<file path="src/rtl/qs_fifo_pkg.sv">
// Shared definitions for the FIFO reader block.
//   DEFAULT_DATA_W : default payload width used by the reader and its buffer
//   BUF_DEPTH      : number of entries in the reader's output buffer
//   rd_state_e     : reader control states (IDLE, RUN, FLUSH)
package qs_fifo_pkg;

    localparam int DEFAULT_DATA_W = 8;
    localparam int BUF_DEPTH      = 2;

    typedef enum logic [1:0] {
        IDLE  = 2'd0,
        RUN   = 2'd1,
        FLUSH = 2'd2
    } rd_state_e;

endpackage

</file>
<file path="src/rtl/qs_skid_buf.sv">
// Two-entry in-order buffer sitting between the FIFO pop side and the output
// stream. The head entry is always the oldest word.
//   clk, reset    : clock, synchronous active-low reset
//   clear_i       : drop all entries (occupancy -> 0)
//   push_i        : write push_data_i behind the newest entry
//   pop_i         : retire the head entry
//   head_data_o   : oldest entry
//   count_o       : occupancy, 0..2
module qs_skid_buf
    import qs_fifo_pkg::*;
#(
    parameter int DATA_W = DEFAULT_DATA_W
) (
    input  logic              clk,
    input  logic              reset,
    input  logic              clear_i,
    input  logic              push_i,
    input  logic [DATA_W-1:0] push_data_i,
    input  logic              pop_i,
    output logic [DATA_W-1:0] head_data_o,
    output logic [1:0]        count_o
);

    logic [DATA_W-1:0] head_q, head_d;
    logic [DATA_W-1:0] tail_q, tail_d;
    logic [1:0]        count_q, count_d;
    logic              do_push, do_pop;

    always_comb begin
        // NOTE: every signal written here gets a default first so no latch is inferred.
        head_d  = head_q;
        tail_d  = tail_q;
        count_d = count_q;
        do_pop  = pop_i && (count_q != 2'd0);
        // A push into a full buffer is only legal if the head leaves in the same cycle.
        do_push = push_i && ((count_q != 2'(BUF_DEPTH)) || do_pop);

        if (clear_i) begin
            count_d = 2'd0;
        end else begin
            unique case ({do_push, do_pop})
                2'b10: begin
                    if (count_q == 2'd0) head_d = push_data_i;
                    else                 tail_d = push_data_i;
                    count_d = count_q + 2'd1;
                end
                2'b01: begin
                    head_d  = tail_q;
                    count_d = count_q - 2'd1;
                end
                2'b11: begin
                    // Occupancy unchanged; the new word lands behind whatever remains.
                    if (count_q == 2'd1) begin
                        head_d = push_data_i;
                    end else begin
                        head_d = tail_q;
                        tail_d = push_data_i;
                    end
                end
                default: ;
            endcase
        end
    end

    always_ff @(posedge clk) begin
        if (!reset) begin
            // NOTE: the data registers are reset too, so out_data reads zero after reset.
            head_q  <= '0;
            tail_q  <= '0;
            count_q <= 2'd0;
        end else begin
            // NOTE: sequential state uses non-blocking assignments only.
            head_q  <= head_d;
            tail_q  <= tail_d;
            count_q <= count_d;
        end
    end

    assign head_data_o = head_q;
    assign count_o     = count_q;

endmodule

</file>
<file path="src/rtl/qs_fifo_reader.sv">
// Pops words from a show-ahead FIFO and re-presents them as a valid/ready
// stream through a two-entry buffer, with flush and a handshake counter.
//   clk, reset       : clock, synchronous active-low reset
//   enable_i         : allow popping from the FIFO
//   flush_i          : discard buffered words and drain the FIFO
//   fifo_empty_i     : FIFO empty flag
//   fifo_pop_o       : pop strobe to the FIFO
//   fifo_pop_data_i  : FIFO head word (valid while not empty)
//   out_valid_o/out_data_o/out_ready_i : output stream
//   busy_o           : not IDLE or words still buffered
//   rd_count_o       : completed output handshakes, wrapping
//   flush_done_o     : one-cycle pulse after leaving FLUSH
module qs_fifo_reader
    import qs_fifo_pkg::*;
#(
    parameter int DATA_W = DEFAULT_DATA_W,
    parameter int CNT_W  = 16
) (
    input  logic              clk,
    input  logic              reset,
    input  logic              enable_i,
    input  logic              flush_i,
    input  logic              fifo_empty_i,
    output logic              fifo_pop_o,
    input  logic [DATA_W-1:0] fifo_pop_data_i,
    output logic              out_valid_o,
    output logic [DATA_W-1:0] out_data_o,
    input  logic              out_ready_i,
    output logic              busy_o,
    output logic [CNT_W-1:0]  rd_count_o,
    output logic              flush_done_o
);

    rd_state_e         state_q;
    logic              flush_done_q;
    logic [CNT_W-1:0]  rd_count_q, rd_count_d;
    logic [1:0]        occ;
    logic [DATA_W-1:0] head_data;
    logic              pop, handshake;

    // Pop decision uses registered occupancy only, so a full buffer never pops
    // even when the head is leaving this cycle.
    always_comb begin
        pop = 1'b0;
        if (reset && !fifo_empty_i) begin
            unique case (state_q)
                RUN:     pop = (occ < 2'(BUF_DEPTH));
                FLUSH:   pop = 1'b1;
                default: pop = 1'b0;
            endcase
        end
    end

    assign out_valid_o = (occ != 2'd0) && (state_q != FLUSH);
    assign handshake   = out_valid_o && out_ready_i;
    assign rd_count_d  = rd_count_q + CNT_W'(handshake);

    // Words popped in FLUSH are never pushed, and the buffer is held empty.
    qs_skid_buf #(
        .DATA_W (DATA_W)
    ) u_buf (
        .clk         (clk),
        .reset       (reset),
        .clear_i     (state_q == FLUSH),
        .push_i      (pop && (state_q == RUN)),
        .push_data_i (fifo_pop_data_i),
        .pop_i       (handshake),
        .head_data_o (head_data),
        .count_o     (occ)
    );

    always_ff @(posedge clk) begin
        if (!reset) begin
            state_q      <= IDLE;
            flush_done_q <= 1'b0;
            rd_count_q   <= '0;
        end else begin
            rd_count_q   <= rd_count_d;
            flush_done_q <= 1'b0;
            if (flush_i) begin
                state_q <= FLUSH;
            end else begin
                unique case (state_q)
                    IDLE:  if (enable_i) state_q <= RUN;
                    RUN:   if (!enable_i) state_q <= IDLE;
                    FLUSH: begin
                        if (fifo_empty_i) begin
                            state_q      <= IDLE;
                            flush_done_q <= 1'b1;
                        end
                    end
                    default: state_q <= IDLE;
                endcase
            end
        end
    end

    assign fifo_pop_o   = pop;
    assign out_data_o   = head_data;
    assign busy_o       = (state_q != IDLE) || (occ != 2'd0);
    assign rd_count_o   = rd_count_q;
    assign flush_done_o = flush_done_q;

endmodule

</file>
<file path="config.mk">
export PLATFORM = sky130hd
export DESIGN_NAME = qs_fifo_reader
export DESIGN_NICKNAME = d
export VERILOG_FILES = /design/src/rtl/qs_fifo_pkg.sv /design/src/rtl/qs_skid_buf.sv /design/src/rtl/qs_fifo_reader.sv
export SDC_FILE = /design/constraint.sdc
export NUM_CORES = 1
export LEC_CHECK = 0
export ABC_AREA = 1
export CAP_MARGIN = 20
export CORE_MARGIN = 5
export CORE_UTILIZATION = 52
export CTS_CLUSTER_DIAMETER = 40
export DETAILED_ROUTE_END_ITERATION = 10
export GPL_TIMING_DRIVEN = 1
export PLACE_DENSITY = 0.87
export SLEW_MARGIN = 30
export SYNTH_ARGS = -nofsm -noshare
export SYNTH_HDL_FRONTEND = slang
export SYNTH_SLANG_ARGS = --single-unit
export TNS_END_PERCENT = 30
</file>
<file path="constraint.sdc">
create_clock -name clk -period 3.14 [get_ports clk]
set_input_delay 0.628 -clock clk [delete_from_list [all_inputs] [get_ports clk]]
set_output_delay 0.628 -clock clk [all_outputs]
set_load 0.02 [all_outputs]
</file>
* Yosys cells after proc, flatten, opt, wreduce, memory -nomap -nowiden
Index checks and enable logic that the tools add are counted.
** Operators by class
- $lt $le $gt $ge :: 1
- Bitwise logic cells :: 2
- Reduce and logical (&&, ||, !) cells :: 23
- Equality and inequality tests :: 17
- Add/sub/neg operators :: 3
- Mux-type cells :: 15
** Operators with widths (number)
- two-way mux 8 bit :: 4
- case mux 8 bit (3 select lines) :: 1
- adder 16 x 1 -> 16 bit :: 1
- case mux 8 bit (2 select lines) :: 1
- inequality test 2 bit (second input constant) :: 7
- inequality test 3 bit (second input constant) :: 3
- AND reduction 3 bit :: 3
- two-way mux 2 bit :: 4
- nonzero test 2 bit :: 4
- equality test 2 x 1 -> 1 bit (second input constant) :: 3
- equality test 2 bit (second input constant) :: 3
- logical AND 1 bit :: 6
- case mux 2 bit (3 select lines) :: 1
- logical NOT 2 bit :: 2
- case mux 2 bit (2 select lines) :: 1
- AND reduction 4 bit :: 1
- OR reduction 2 bit :: 2
- nonzero test 3 bit :: 1
- OR reduction 3 bit :: 1
- adder 2 x 1 -> 2 bit (second input constant) :: 1
- logical OR 1 bit :: 2
- < comparator 2 bit (second input constant) :: 1
- two-way mux 1 bit :: 2
- inequality test 2 x 1 -> 1 bit (second input constant) :: 1
- 4 further kinds :: 5
** Word-level totals
- Output and inout bits :: 28
- Logic and storage cells :: 68
- Bits of input ports :: 14
- Register bits after elaboration :: 37

* Longest topological paths before layout
- Depth in word-level cells :: 9
- Mapped depth :: 15
- Gate-level depth less buffers :: 14

* By module
A second synthesis with hierarchy kept.
** Second synthesis, totals
- Cells, all modules :: 311
- Area, all modules :: 2018.2 sq um
** By module, submodules not included
- qs_fifo_reader :: cells an instance 149, instances 1, area an instance 1012.2 sq um, seq. area each 380.4 sq um
- qs_skid_buf :: cells an instance 162, instances 1, area an instance 1006.0 sq um, seq. area each 360.3 sq um

* Worst setup path before layout
OpenSTA, ideal clock, no wires.
- Path kind :: register to register
- Start point :: register state_q[0]
- End point :: register rd_count_q[14] (netlist: rd_count_o[14])
- Library setup time :: 0.115 ns
- Data required time :: 3.025 ns
- Stages on the path, launching flop included :: 16
- Path slack :: 0.772 ns
- Path buffers :: 1
- Data arrival time :: 2.253 ns
- Cell sequence :: dfxtp_1 > inv_1 > ha_1 > nor2_4 > nand2_4 > inv_4 > buf_4 > ha_1 > ha_1 > nand2_1 > nor2_1 > nand2_1 > nor3_2 > nand3_1 > nand2_1 > nor2_1
** On the way
- Word-level cells in the longest chain between the ends :: 4
** RTL lines
- start: declaration :: RTL line qs_fifo_reader.sv:34 : rd_state_e state_q;
- start signal: assignment :: RTL line qs_fifo_reader.sv:74 : state_q <= IDLE;
- start signal: assignment :: RTL line qs_fifo_reader.sv:81 : state_q <= FLUSH;
- start signal: assignment :: RTL line qs_fifo_reader.sv:84 : IDLE: if (enable_i) state_q <= RUN;
- inequality test 2 bit :: RTL line qs_fifo_reader.sv:54 : assign out_valid_o = (occ != 2'd0) && (state_q != FLUSH);
- logical AND 1 bit :: RTL line qs_fifo_reader.sv:54
- logical AND 1 bit :: RTL line qs_fifo_reader.sv:55 : assign handshake = out_valid_o && out_ready_i;
- adder 16 x 1 -> 16 bit :: RTL line qs_fifo_reader.sv:56 : assign rd_count_d = rd_count_q + CNT_W'(handshake);
- end signal: assignment :: RTL line qs_fifo_reader.sv:78 : rd_count_q <= rd_count_d;
- end: declaration :: RTL line qs_fifo_reader.sv:36 : logic [CNT_W-1:0] rd_count_q, rd_count_d;
Every way passes these cells.
A chain may end at the register's enable or synchronous reset.

* Final worst setup path
- Start point :: input port fifo_empty_i
- End point :: output port fifo_pop_o
** On the way
- Word-level cells in the longest chain between the ends :: 3
** RTL lines
- start: declaration :: RTL line qs_fifo_reader.sv:23 : input logic fifo_empty_i,
- logical NOT 1 bit :: RTL line qs_fifo_reader.sv:45 : if (reset && !fifo_empty_i) begin
- logical AND 1 bit :: RTL line qs_fifo_reader.sv:45
- two-way mux 1 bit :: RTL line qs_fifo_reader.sv:45
- end: declaration :: RTL line qs_fifo_reader.sv:24 : output logic fifo_pop_o,
Every way passes these cells.

==> run_results.csv <==
group,metric,value,unit
run_status,status,"completed",
die,die_area,0.00564,mm²
placement,dp_hpwl,3750,µm
clock_network,cts_tree,"yes",
flow_run,maxCapViolations,0,
setup_path,cp.buffers_inverters,3,
layout,final_cell_count_no_fill,418,
yosys,synth_area_per_cell,6.78,µm²
timing,period_minus_slack,2.66,ns
route,via_per_inst,5.12,
timing,slew_headroom,0.632,
setup_path,cp_slowest_cell,"clkdlybuf4s50_1",
layout,fin_area,0.00279,mm²
global_route,gr-usage-met1,0.242,
layout,drive_gt1_frac,0.0842,
power,intPower,821,µW
timing,worst_pin_slew,0.552,ns
power,finalPower,1040,µW
yosys,yosys_warnings,0,
timing,setup_tns,0,ns
setup_path,cp_cell_sequence,"clkdlybuf4s50_1 -> inv_1 -> nand3_1 -> nor2_1 -> clkdlybuf4s50_1",
clock_network,post_cts_buffers,0,
yosys,syn_inst,325,
setup_path,path_max_fanout,2,
power,ir_drop,0.177,mV
global_route,antenna_found_initial,0,
placement,dp_slack,0.402,ns
route,dr.pass1.iters,4,
route,drt_iter0_markers,122,
setup_path,r2r_cells,14,
setup_path,path_common_cell,"clkdlybuf4s50_1",
route,vias,2139,
clock_network,cts_resized,0,
yosys,synth_edf_count,0,
power,pwr-share-clk,0.472,
yosys,ys_types,35,
setup_path,slowest_delay,0.64,ns
setup_path,cp.arrival,2.03,ns
timing,setup_ws,0.478,ns
yosys,ys.flop_type,"dfxtp_1",
timing,drv_slew,0,
yosys,seq_area_frac_synth,0.336,
route,wl_per_cell,12.2,µm
setup_path,critPathKind,"input pin to output pin",
global_route,grt_pass1_vias,1923,
yosys,yosysTopAreaCell,"dfxtp_1",
timing,finalCritPeriodShare,0.848,
timing,report.final.setup_viol,0,
route,route.detailed.drc,0,
layout,area_delta_synth_final,26.5,%
yosys,synthArstFlopShare,0,
global_route,grt.overflow.total,0,
power,power_switching,218,µW
placement,gp_congestion,0.818,
die,core-area,0.00406,mm²
setup_path,reg2reg_slack,0.61,ns
setup_path,crit_family,"buffers and inverters",
hold_path,min_path_cells,2,
setup_path,endpoint_kind,"output pin",
setup_path,worstPathRequired,2.51,ns
setup_path,cp_num_cells,5,
clock_network,cts_buffer_depth,2,
clock_network,path_clk_slew,0.07,ns
die,die_w,75.1,µm
route,postRouteAntennaNets,0,
layout,diodes,0,
yosys,syn-num-nets,348,
timing,hold_violations,0,
clock_network,numCtsBuffers,5,
layout,fillers,341,
yosys,ys_ff_latch,37,
timing,fmax,376,MHz
global_route,grt_max_degree,27,
clock_network,clock_sinks,37,
timing,fin_skew,0.00500,ns
die,die_h,75.1,µm
power,power.density,373,mW/mm²
route,routed_wl,5110,µm
die,rows,23,
clock_network,insertion_delay,0.29,ns
global_route,top_usage_layer,"met2",
die,ios,42,
yosys,yosys-top-cells-count,"73 x nand2_1, 48 x inv_1, 44 x nor2_1, 37 x dfxtp_1, 27 x nand3_1",
hold_path,hp-class,"register to register",
yosys,syn_area,0.00220,mm²
timing,rsz0062_at_grt,"false",
power,p_comb_frac,0.072,
global_route,grt_pass1_wl,8560,µm
placement,place_inst,410,
power,p_seq_frac,0.455,
clock_network,cts_hold_buf,0,
clock_network,clockRootBuffer,"clkbuf_8",
layout,nNetsFinal,390,
die,start_util,0.543,
yosys,synth_top_cells_by_area,"dfxtp_1 34%, nand2_1 12%, inv_1 8.2%, nor2_1 7.5%, nand3_1 6.1%",
placement,post_dp_cell_area,0.00265,mm²
setup_path,cp-start-kind,"input pin",
global_route,grt_use_total,0.199,
yosys,synth.top_cell.area_share,0.336,
clock_network,htreeDepth,2,
global_route,grtUsageMet2,0.341,
power,p_sw_frac,0.210,
yosys,synth.most_common_cell,"nand2_1",
power,p_leak,0.00120,µW
placement,portBuffers,41,
global_route,use_met3,0.0521,
## worst min-delay path, delay by kind of cell, from the launching register on
| family | cells | cell delay [ns] |
|---|---|---|
| DFF | 1 | 0.32 |
| AOI/OAI and AO/OA | 2 | 0.13 |
## flip-flops by register name (all words and copies together), names as in the netlist
signal and cells:
u_buf.tail_q 8, u_buf.head_data_o 8, rd_count_o 16, u_buf.count_o 2
flush_done_o 1, state_q 2
## worst paths after layout
check,start,endpoint
worst max-delay path,fifo_empty_i,fifo_pop_o
worst min-delay path,rd_count_o[15]$_SDFF_PN0_,rd_count_o[15]$_SDFF_PN0_
worst max register to register,state_q[0]$_SDFFE_PP0P_,rd_count_o[14]$_SDFF_PN0_
worst min register to register,rd_count_o[15]$_SDFF_PN0_,rd_count_o[15]$_SDFF_PN0_
## final cells by class
type	count	area (µm²)	share of cell area
tap	50	62.6	0.0225
inverter	51	194	0.0696
timing repair buffer	45	440	0.158
clock inverter	3	65.1	0.0233
clock buffer	5	68.8	0.0247
sequential	37	741	0.266
multi-input combinational	227	1210	0.436
## power by group through the flow
stage               clock [µW]  combinational, µW  sequential [µW]
floorplan                    0               42.2              485
detailed placement           0               75.2              484
global route               521               83.6              473
finish                     491               75.3              473
global placement             0               74.1              484
CTS                        498               75.5              473
## layout by cell type, fill, tap and decap left out, types with 5 or more instances in the layout
| cell type | synthesis | layout |
|---|---|---|
| nand2_1 | 73 | 73 |
| inv_1 | 48 | 48 |
| nor2_1 | 44 | 44 |
| clkdlybuf4s50_1 | 0 | 41 |
| dfxtp_1 | 37 | 37 |
| nand3_1 | 27 | 27 |
| o21ai_0 | 14 | 14 |
| a21oi_1 | 13 | 13 |
| nand4_1 | 10 | 10 |
| ha_1 | 9 | 9 |
| nand3b_1 | 8 | 8 |
| nor3_1 | 5 | 5 |
| clkbuf_8 | 0 | 5 |
## routing by layer
metal,routed length [µm],vias up
li1,-,1110
met1,2210,964
met2,2560,58
met3,291,7
met4,42,0
met5,0,-
## metrics by stage
stage	util	hold slack [ns]
after global placement	0.654	0.471
after detailed placement	0.654	0.478
final	0.687	0.491
after floorplan	-	0.490
after CTS	0.687	0.489
after global routing	0.687	0.519
## cell families (layout without fill, tap and decap cells)
group,count (synthesis),in the layout,share of synthesized area
buffers and inverters,61,104,0.112
AOI/OAI and AO/OA,31,31,0.0778
and+or+nand+nor,185,185,0.415
adders and majority gates,9,9,0.0511
DFF,37,37,0.336
xor gates and xnor gates,2,2,0.00795
Note: power is estimated with default switching activity, not from simulation.
